[src/rtl/dds_spi_pkg.sv]
// Shared definitions for the SPI parameter link: FSM states, register
// indices and frame geometry.
package dds_spi_pkg;

    typedef enum logic [1:0] {
        ST_IDLE,
        ST_ADDR,
        ST_DATA,
        ST_DONE
    } state_t;

    localparam logic [1:0] IDX_FRE_START = 2'd0;
    localparam logic [1:0] IDX_FRE_END   = 2'd1;
    localparam logic [1:0] IDX_STEP      = 2'd2;
    localparam logic [1:0] IDX_CYCLE     = 2'd3;

    localparam int unsigned FRAME_BITS = 40;
    localparam int unsigned ADDR_BITS  = 8;
    localparam int unsigned RW_BIT     = 7;

    // Address byte is legal only when the reserved bits 6:2 are clear.
    function automatic logic addr_ok(input logic [7:0] addr);
        return addr[6:2] == 5'b0;
    endfunction

endpackage

[src/rtl/spi_param_rx_if.sv]
// SPI pin bundle between the MCU side (master) and the parameter receiver (slave).
interface spi_param_rx_if;
    logic spi_sclk;
    logic spi_cs_n;
    logic spi_mosi;
    logic spi_miso;
    logic spi_miso_oe;

    modport master (
        output spi_sclk, spi_cs_n, spi_mosi,
        input  spi_miso, spi_miso_oe
    );

    modport slave (
        input  spi_sclk, spi_cs_n, spi_mosi,
        output spi_miso, spi_miso_oe
    );
endinterface

[src/rtl/spi_pin_sync.sv]
// Two-flop synchroniser for one asynchronous pin, with a third flop for
// single-cycle rise/fall events.
module spi_pin_sync #(
    parameter logic RST_VAL = 1'b0
) (
    input  logic clk,
    input  logic rst,
    input  logic pin,
    output logic level,
    output logic rise,
    output logic fall
);

    logic [2:0] sr;

    always_ff @(posedge clk or posedge rst) begin
        if (rst) begin
            sr <= {3{RST_VAL}};
        end else begin
            sr <= {sr[1:0], pin};
        end
    end

    assign level = sr[1];
    assign rise  = sr[1] & ~sr[2];
    assign fall  = ~sr[1] & sr[2];

endmodule

[src/rtl/spi_param_rx.sv]
// SPI mode-0 slave holding the four sweep parameters; oversampled in the clk
// domain, supports 40-bit write and read-back frames.
module spi_param_rx
    import dds_spi_pkg::*;
#(
    parameter logic [31:0] DEF_FRE_START = 32'd34300,
    parameter logic [31:0] DEF_FRE_END   = 32'd3430000,
    parameter logic [31:0] DEF_STEP      = 32'd8575,
    parameter logic [31:0] DEF_CYCLE     = 32'd93_750_000
) (
    input  logic          clk,
    input  logic          rst,
    spi_param_rx_if.slave spi,
    output logic [31:0]   fre_start,
    output logic [31:0]   fre_end,
    output logic [31:0]   fre_step,
    output logic [31:0]   cycle,
    output logic          param_upd,
    output logic [1:0]    param_idx,
    output logic          frame_err
);

    logic       sclk_level_unused;
    logic       sclk_rise, sclk_fall;
    logic       cs_level_unused;
    logic       cs_rise, cs_fall_raw, cs_fall;
    logic       mosi_s;
    logic [1:0] mosi_edges_unused;

    spi_pin_sync #(.RST_VAL(1'b0)) u_sclk_sync (
        .clk   (clk),
        .rst   (rst),
        .pin   (spi.spi_sclk),
        .level (sclk_level_unused),
        .rise  (sclk_rise),
        .fall  (sclk_fall)
    );

    spi_pin_sync #(.RST_VAL(1'b1)) u_cs_sync (
        .clk   (clk),
        .rst   (rst),
        .pin   (spi.spi_cs_n),
        .level (cs_level_unused),
        .rise  (cs_rise),
        .fall  (cs_fall_raw)
    );

    spi_pin_sync #(.RST_VAL(1'b0)) u_mosi_sync (
        .clk   (clk),
        .rst   (rst),
        .pin   (spi.spi_mosi),
        .level (mosi_s),
        .rise  (mosi_edges_unused[0]),
        .fall  (mosi_edges_unused[1])
    );

    // The cs_n synchroniser resets high; if cs_n is already low at reset
    // release it would fake a fall, so events are masked until it has settled.
    logic [1:0] settle_cnt;
    always_ff @(posedge clk or posedge rst) begin
        if (rst) begin
            settle_cnt <= '0;
        end else if (settle_cnt != 2'd3) begin
            settle_cnt <= settle_cnt + 2'd1;
        end
    end
    assign cs_fall = cs_fall_raw & (settle_cnt == 2'd3);

    state_t      state_q, state_d;
    logic [5:0]  bit_cnt_q;
    logic [31:0] shift_q;
    logic [7:0]  addr_q;
    logic [31:0] shadow_q;
    logic [5:0]  tx_cnt_q;
    logic        miso_q;

    logic [31:0] rx_word;
    logic [31:0] rd_sel;
    logic        in_frame, bit_take, addr_done, frame_done;
    logic        wr_frame, commit_wr, bad_wr, abort;

    always_comb begin
        rx_word    = {shift_q[30:0], mosi_s};
        in_frame   = (state_q == ST_ADDR) || (state_q == ST_DATA);
        bit_take   = in_frame && sclk_rise && !cs_rise;
        addr_done  = bit_take && (state_q == ST_ADDR) && (bit_cnt_q == 6'(ADDR_BITS - 1));
        frame_done = bit_take && (state_q == ST_DATA) && (bit_cnt_q == 6'(FRAME_BITS - 1));
        wr_frame   = frame_done && !addr_q[RW_BIT];
        commit_wr  = wr_frame && addr_ok(addr_q);
        bad_wr     = wr_frame && !addr_ok(addr_q);
        abort      = in_frame && cs_rise;
        case (rx_word[1:0])
            IDX_FRE_START: rd_sel = fre_start;
            IDX_FRE_END:   rd_sel = fre_end;
            IDX_STEP:      rd_sel = fre_step;
            default:       rd_sel = cycle;
        endcase
    end

    always_comb begin
        state_d = state_q;
        case (state_q)
            ST_IDLE: if (cs_fall) state_d = ST_ADDR;
            ST_ADDR: begin
                if (cs_rise)        state_d = ST_IDLE;
                else if (addr_done) state_d = ST_DATA;
            end
            ST_DATA: begin
                if (cs_rise)         state_d = ST_IDLE;
                else if (frame_done) state_d = ST_DONE;
            end
            ST_DONE: if (cs_rise) state_d = ST_IDLE;
            default: state_d = ST_IDLE;
        endcase
    end

    always_ff @(posedge clk or posedge rst) begin
        if (rst) begin
            state_q <= ST_IDLE;
        end else begin
            state_q <= state_d;
        end
    end

    always_ff @(posedge clk or posedge rst) begin
        if (rst) begin
            bit_cnt_q <= '0;
            shift_q   <= '0;
            addr_q    <= '0;
            shadow_q  <= '0;
            tx_cnt_q  <= '0;
            miso_q    <= 1'b0;
            fre_start <= DEF_FRE_START;
            fre_end   <= DEF_FRE_END;
            fre_step  <= DEF_STEP;
            cycle     <= DEF_CYCLE;
            param_upd <= 1'b0;
            param_idx <= '0;
            frame_err <= 1'b0;
        end else begin
            param_upd <= 1'b0;
            frame_err <= abort || bad_wr;

            if ((state_q == ST_IDLE) && cs_fall) begin
                bit_cnt_q <= '0;
                shift_q   <= '0;
            end else if (bit_take) begin
                bit_cnt_q <= bit_cnt_q + 6'd1;
                shift_q   <= rx_word;
            end

            if (addr_done) begin
                addr_q   <= rx_word[7:0];
                shadow_q <= (addr_ok(rx_word[7:0]) && rx_word[RW_BIT]) ? rd_sel : '0;
                tx_cnt_q <= '0;
            end

            // Read-back shifts on SPI fall events; zeros once all 32 bits are out.
            if (state_q != ST_DATA) begin
                miso_q <= 1'b0;
            end else if (sclk_fall) begin
                if (tx_cnt_q < 6'd32) begin
                    miso_q   <= shadow_q[31];
                    shadow_q <= {shadow_q[30:0], 1'b0};
                    tx_cnt_q <= tx_cnt_q + 6'd1;
                end else begin
                    miso_q <= 1'b0;
                end
            end

            if (commit_wr) begin
                param_upd <= 1'b1;
                param_idx <= addr_q[1:0];
                case (addr_q[1:0])
                    IDX_FRE_START: fre_start <= rx_word;
                    IDX_FRE_END:   fre_end   <= rx_word;
                    IDX_STEP:      fre_step  <= rx_word;
                    default:       cycle     <= rx_word;
                endcase
            end
        end
    end

    assign spi.spi_miso    = miso_q;
    assign spi.spi_miso_oe = (state_q != ST_IDLE);

endmodule

[src/flat_wrapper.sv]
// flat-port wrapper written by rule: the top's interface ports become plain ports
module spi_param_rx_flat import dds_spi_pkg::*;
#(
    parameter logic [31:0] DEF_FRE_START = 32'd34300,
    parameter logic [31:0] DEF_FRE_END   = 32'd3430000,
    parameter logic [31:0] DEF_STEP      = 32'd8575,
    parameter logic [31:0] DEF_CYCLE     = 32'd93_750_000
)
  (clk, rst, fre_start, fre_end, fre_step, cycle, param_upd, param_idx, frame_err, spi_spi_sclk, spi_spi_cs_n, spi_spi_mosi, spi_spi_miso, spi_spi_miso_oe);
  spi_param_rx_if spi_i ();
  input  logic clk;
  input  logic rst;
  output logic [31:0] fre_start;
  output logic [31:0] fre_end;
  output logic [31:0] fre_step;
  output logic [31:0] cycle;
  output logic param_upd;
  output logic [1:0] param_idx;
  output logic frame_err;
  input wire logic [$bits(spi_i.spi_sclk)-1:0] spi_spi_sclk;
  input wire logic [$bits(spi_i.spi_cs_n)-1:0] spi_spi_cs_n;
  input wire logic [$bits(spi_i.spi_mosi)-1:0] spi_spi_mosi;
  output wire logic [$bits(spi_i.spi_miso)-1:0] spi_spi_miso;
  output wire logic [$bits(spi_i.spi_miso_oe)-1:0] spi_spi_miso_oe;
  assign spi_i.spi_sclk = spi_spi_sclk;
  assign spi_i.spi_cs_n = spi_spi_cs_n;
  assign spi_i.spi_mosi = spi_spi_mosi;
  assign spi_spi_miso = spi_i.spi_miso;
  assign spi_spi_miso_oe = spi_i.spi_miso_oe;
  spi_param_rx #(.DEF_FRE_START(DEF_FRE_START), .DEF_FRE_END(DEF_FRE_END), .DEF_STEP(DEF_STEP), .DEF_CYCLE(DEF_CYCLE)) u_core (.clk(clk), .rst(rst), .spi(spi_i), .fre_start(fre_start), .fre_end(fre_end), .fre_step(fre_step), .cycle(cycle), .param_upd(param_upd), .param_idx(param_idx), .frame_err(frame_err));
endmodule
[config.mk]
export PLATFORM = sky130hd
export DESIGN_NAME = spi_param_rx_flat
export DESIGN_NICKNAME = d
export VERILOG_FILES = /design/src/rtl/dds_spi_pkg.sv /design/src/rtl/spi_param_rx_if.sv /design/src/rtl/spi_pin_sync.sv /design/src/rtl/spi_param_rx.sv /design/src/flat_wrapper.sv
export SDC_FILE = /design/constraint.sdc
export NUM_CORES = 1
export LEC_CHECK = 0
export CORE_ASPECT_RATIO = 0.5
export CORE_MARGIN = 2
export CORE_UTILIZATION = 40
export DETAILED_ROUTE_END_ITERATION = 8
export SLEW_MARGIN = 20
export SYNTH_ARGS = -nofsm -noshare
export SYNTH_HDL_FRONTEND = slang
export SYNTH_HIERARCHICAL = 1
export SYNTH_SLANG_ARGS = --single-unit
[constraint.sdc]
create_clock -name clk -period 7 [get_ports clk]
set_input_delay 0.7 -clock clk [delete_from_list [all_inputs] [get_ports clk]]
set_output_delay 0.7 -clock clk [all_outputs]
set_load 0.01 [all_outputs]
Word-level counts from Yosys, hierarchy flattened
Index checks and enable logic that the tools add are counted.
Widths: inputs -> output; s select.

cells by class
  $add $sub $neg = 3
  magnitude comparators = 1
  eq/ne operators = 16
  multiplexer cells = 25
  bitwise gates (word level) = 10
  reductions and logical operators = 31

operators by type and width
  operator             count
  $mux 32              5
  $pmux 32 s3          1
  $mux 31              2
  $mux 6               6
  $add 6x1->6 const B  2
  $logic_and 1x1->1    12
  $mux 2               6
  $eq 2x2->1 const B   5
  $logic_not 5->1      2
  $pmux 2 s4           1
  $reduce_and 2->1     4
  $eq 2x1->1 const B   3
  $eq 6x3->1 const B   1
  $eq 6x6->1 const B   1
  $logic_not 2->1      3
  $lt 6x6->1 const B   1
  $ne 3x1->1 const B   2
  $reduce_bool 2->1    3
  $and 1x1->1          5
  $not 1->1            5
  $mux 1               4
  $ne 2x1->1 const B   2
  $ne 2x2->1 const B   2
  $reduce_and 4->1     1
  4 further kinds      7

storage, ports and cells
  register bits = 228
  input port bits = 5
  output and inout bits = 134

Logic depth before layout (Yosys ltp)
  depth in word-level cells = 10
  mapped depth = 9
  gate-level depth less buffers = 6

Hierarchy
Netlist, hierarchy kept.

modules (own cells, without submodules)
  module                                  instances  cells each  area each (um2)  sequential area each (um2)
  spi_param_rx                            1          717         9635.5           5555.3
  spi_pin_sync at u_core.u_mosi_sync ...  2          6           93.8             75.1
  spi_pin_sync at u_core.u_cs_sync        1          6           97.6             78.8

Worst setup path before layout
No wires, ideal clock.

  path type = register to register
  start = register u_core.u_cs_sync.sr[1]
  end = register u_core.fre_start[20]
  library setup time = 0.127 ns
  arrival time = 2.048 ns
  setup slack = 4.825 ns
  stages on the path, launching flop included = 9
  path through = dfstp_2 > nor2b_1 > and3b_1 > and3_1 > buf_6 > and4bb_1 > buf_2 > buf_6 > mux2_1

on the way
  longest elaborated chain between the ends = 8

ends and longest elaborated chain
  what                             line                 source
  start, declared                  spi_pin_sync.sv:14   logic [2:0] sr;
  start signal, assigned           spi_pin_sync.sv:18   sr <= {3{RST_VAL}};
  start signal, assigned           spi_pin_sync.sv:20   sr <= {sr[1:0], pin};
  $and 1x1->1                      spi_pin_sync.sv:25   assign rise = sr[1] & ~sr[2];
  via u_core.cs_rise               spi_param_rx.sv:26   logic cs_rise, cs_fall_raw, cs_fall;
  $logic_not 1->1                  spi_param_rx.sv:85   bit_take = in_frame && sclk_rise && !cs_rise;
  $logic_and 1x1->1                spi_param_rx.sv:85
  $logic_and 1x1->1 (2 in series)  spi_param_rx.sv:87   frame_done = bit_take && (state_q == ST_DATA) && (bit_cnt_q == 6'(FRAME_BITS - 1));
  $logic_and 1x1->1                spi_param_rx.sv:88   wr_frame = frame_done && !addr_q[RW_BIT];
  $logic_and 1x1->1                spi_param_rx.sv:89   commit_wr = wr_frame && addr_ok(addr_q);
  $reduce_and 2->1 (no line)       n/a
  end signal, assigned             spi_param_rx.sv:175  IDX_FRE_START: fre_start <= rx_word;
  end, declared                    spi_param_rx.sv:14   output logic [31:0] fre_start,

The timed path passes the listed nets, and every way through them passes these cells.
A chain may end at the register's enable or synchronous reset.

Final worst setup path
  start = register u_core.state_q[0]
  end = register u_core.fre_start[23]

on the way
  longest elaborated chain between the ends = 9

ends and longest elaborated chain
  what                                             line                                    source
  start, declared                                  spi_param_rx.sv:69                      state_t state_q, state_d;
  start signal, assigned                           spi_param_rx.sv:121                     state_q <= state_d;
  $eq 2x1->1 / $eq 2x2->1 (equally long branches)  spi_param_rx.sv:84, spi_param_rx.sv:87
  $logic_or 1x1->1                                 spi_param_rx.sv:84                      in_frame = (state_q == ST_ADDR) || (state_q == ST_DATA);
  $logic_and 1x1->1 (2 in series)                  spi_param_rx.sv:85
  $logic_and 1x1->1 * (2 in series)                spi_param_rx.sv:87
  $logic_and 1x1->1 *                              spi_param_rx.sv:88
  $logic_and 1x1->1 *                              spi_param_rx.sv:89
  $reduce_and 2->1 (no line) *                     n/a

Mark *: on every way between the ends. The rest lies on a longest branch, timed or not.

==> run_results.csv <==
group,metric,value,unit
die,dieArea,26050,sq um
timing,fmaxAchievable,288.8,MHz
clock_tree,clkSlewWorstSetupHoldPaths,0.06,ns
final_layout,synthToLayoutAreaGrowth,25.62,%
yosys,syn_area_per_cell,13.50,sq um
global_route,grt_start_max_net_pins,140,
worst_hold_path,holdCritStartpoint,"u_core/u_mosi_sync/sr[0]$_DFF_PP0_",
worst_hold_path,holdCritPathClass,"reg -> reg",
yosys,synthesis.instances,732,
global_route,global_route.usage.met2,28.32,%
pwr,worst_vdd_rail_ir_drop,0.1600,mV
clock_tree,cts_tree,"built",
timing,setup_viol,0,
pwr,net_switching_share_of_the_total_power,23.79,%
global_route,antenna_found_initial,0,
global_route,grt_pass1_wl,37230,microns
placed_design,place.gp.congestion,0.7729,
pwr,p_seq_share,46.6,%
clock_tree,insertion_delay,0.50,ns
timing,actual_transition_at_the_worst_max_transition_pin,1.124,ns
routing,postRouteWirelength,23140,microns
routing,drt_pass1_iterations,4,
routing,drc,0,
yosys,postSynthNetCount,745,
worst_setup_path,crit-reg2reg-launch,"u_core/state_q[0]$_DFFE_PP0P_",
global_route,gr-total-overflow,0,
timing,timing.final.crit_period,3.462,ns
clock_tree,clock_sinks,228,
global_route,met1_usage,27.20,%
worst_setup_path,worstReg2RegEnd,"u_core/fre_start[23]$_DFFE_PP0P_",
routing,dr.first_iter.drc_count,383,
pwr,leakage_power_summed_over_all_cells,5.418,nW
final_layout,design_area,12410,sq um
placed_design,port-buffer-count,138,
clock_tree,cts_htree_levels,1,
pwr,clock_share_of_power,45.6,%
global_route,globalRouteMet3Util,2.709,%
pwr,power.share.combinational,7.9,%
timing,finClkSkew,0.01092,ns
clock_tree,clock_tree.root_cell,"sky130_fd_sc_hd__clkbuf_16",
worst_setup_path,timing.reg2reg.worst_path_depth,6,
pwr,internal-power,2.330,mW
run,max_cap_check_violation_count,0,
worst_setup_path,cp.arrival,3.85,ns
die,start_util,40.96,%
clock_tree,clock_tree.buffer_depth,3,
clock_tree,postCtsHoldBufs,0,
yosys,synth.yosys.warnings,6,
status,status,"finished, final reports clean",
timing,final_min_period_over_clock_period,49.46,%
worst_setup_path,critical_path_required,7.39,ns
worst_hold_path,worst_hold_path.endpoint,"u_core/u_mosi_sync/sr[1]$_DFF_PP0_",
worst_setup_path,cp-end-kind,"flip-flop",
final_layout,layout_common_cells,"183 x sky130_fd_sc_hd__dfrtp_1, 138 x sky130_fd_sc_hd__clkdlybuf4s50_1, 128 x sky130_fd_sc_hd__mux2_2",
pwr,powerDensity,246.3,nW/um^2
final_layout,antenna_cells_inserted,0,
routing,routed-via-count,6348,
die,core_area,24120,sq um
die,die_width,226.3,microns
yosys,netlist_area,9881,sq um
die,pin_count,139,
clock_tree,tritoncts.num_buffers,22,
timing,slew_violations,0,
timing,max-slew-margin-rel,25.05,%
timing,fin_setup_tns,0,ns
pwr,switching_power,0.7273,mW
die,std_cell_rows,40,
final_layout,design.final.nets,870,
clock_tree,post-cts-setup-buffers,0,
die,fp.dieH,115.1,microns
timing,setup_repair_after_global_routing_missed_its_margin,"false",
routing,ant_nets,0,
worst_setup_path,critPathMaxFanout,38,
worst_setup_path,timing.reg2reg.setup_slack,3.54,ns
clock_tree,post_cts.resized_instances,0,
final_layout,layout.cells.most_common,"sky130_fd_sc_hd__dfrtp_1",
timing,timing_hold_violations_final,0,
worst_setup_path,crit_type,"reg -> reg",
worst_hold_path,whs_path_depth,0,
placed_design,hpwlAfterDp,14000,microns
routing,via_per_inst,5.251,
global_route,number_of_global_route_vias_before_repair,6516,
global_route,grt.total_usage,18.18,%
global_route,top_usage_layer,"met2",
routing,avgRoutedWirePerCell,19.14,microns
placed_design,cell_area_reported_after_detailed_placement,11550,sq um
final_layout,drive_above_1_share,30.36,%
worst_setup_path,worst_setup_path_start_kind,"flip-flop",
power groups by stage:
| stage | Clock, mW | Sequential (mW) | Combinational (mW) |
|---|---|---|---|
| 6_report | 1.39 | 1.42 | 0.240 |
| 5_1_grt | 1.48 | 1.43 | 0.269 |
| 4_1_cts | 1.42 | 1.42 | 0.244 |
| 3_5_place_dp | 0 | 1.45 | 0.243 |
| 3_3_place_gp | 0 | 1.45 | 0.236 |
| 2_1_floorplan | 0 | 1.39 | 0.206 |
critical path: stages (launching register included):
cell and delay [ns]:
sky130_fd_sc_hd__dfrtp_1 0.38, sky130_fd_sc_hd__inv_1 0.10, sky130_fd_sc_hd__ha_1 0.31, sky130_fd_sc_hd__and3b_2 0.73
sky130_fd_sc_hd__and3_1 0.40, sky130_fd_sc_hd__and4bb_2 0.99, sky130_fd_sc_hd__mux2_2 0.42
metrics by stage:
| stage | std cells | setup WS (ns) | total power [mW] | hold slack (ns) | utilization (%) |
|---|---|---|---|---|---|
| after global routing | 1209 | 3.285 | 3.178 | 0.3641 | 51.45 |
| after floorplan | 732 | 0.3451 | 1.599 | 0.3312 | - |
| after detailed placement | 1169 | 3.514 | 1.690 | 0.3425 | 47.87 |
| after global placement | 1169 | 3.604 | 1.681 | 0.3418 | 47.87 |
| final | 1209 | 3.538 | 3.057 | 0.3563 | 51.45 |
| after CTS | 1209 | 3.513 | 3.090 | 0.3589 | 51.44 |
sequential cells by signal, summed over array words and instances (netlist names):
| register | cells |
|---|---|
| u_core/addr_q | 8 |
| u_core/tx_cnt_q | 6 |
| u_core/u_mosi_sync/sr | 2 |
| u_core/state_q | 2 |
| u_core/shift_q | 31 |
| u_core/fre_end | 32 |
| u_core/u_cs_sync/sr | 3 |
| u_core/param_upd | 1 |
| u_core/fre_step | 32 |
| u_core/settle_cnt | 2 |
| u_core/cycle | 32 |
| u_core/param_idx | 2 |
| u_core/spi.spi_miso | 1 |
| u_core/bit_cnt_q | 6 |
| u_core/fre_start | 32 |
| u_core/shadow_q | 32 |
| u_core/u_sclk_sync/sr | 3 |
| u_core/frame_err | 1 |
area by class of cell:
class	instances	area (sq um)
Clock buffer	30	631.9
Inverter	41	161.4
Timing Repair Buffer	146	1445
Sequential cell	228	5762
Multi-Input combinational cell	418	3764
Fill cell	2120	11710
Tap cell	336	420.4
Clock inverter	10	227.7
worst max path at each step:
| stage | start | end | slack [ns] | cells past startpoint |
|---|---|---|---|---|
| after floorplan | rst | u_core/addr_q[0]$_DFFE_PP0P_ | 0.35 | 1 |
| after global placement | u_core/state_q[0]$_DFFE_PP0P_ | u_core/fre_start[17]$_DFFE_PP0P_ | 3.60 | 6 |
| after detailed placement | u_core/state_q[0]$_DFFE_PP0P_ | u_core/fre_start[23]$_DFFE_PP0P_ | 3.51 | 6 |
| after CTS | u_core/state_q[0]$_DFFE_PP0P_ | u_core/fre_start[19]$_DFFE_PP0P_ | 3.51 | 6 |
| after global routing | u_core/state_q[1]$_DFFE_PP0P_ | u_core/fre_start[23]$_DFFE_PP0P_ | 3.28 | 6 |
| final | u_core/state_q[0]$_DFFE_PP0P_ | u_core/fre_start[23]$_DFFE_PP0P_ | 3.54 | 6 |
per-layer routing:
metal,wire [microns],up-vias
li1,-,2847
met1,11310,3359
met2,10540,112
met3,937,30
met4,352,0
met5,0,-
Note: power is estimated with default switching activity, not from simulation.
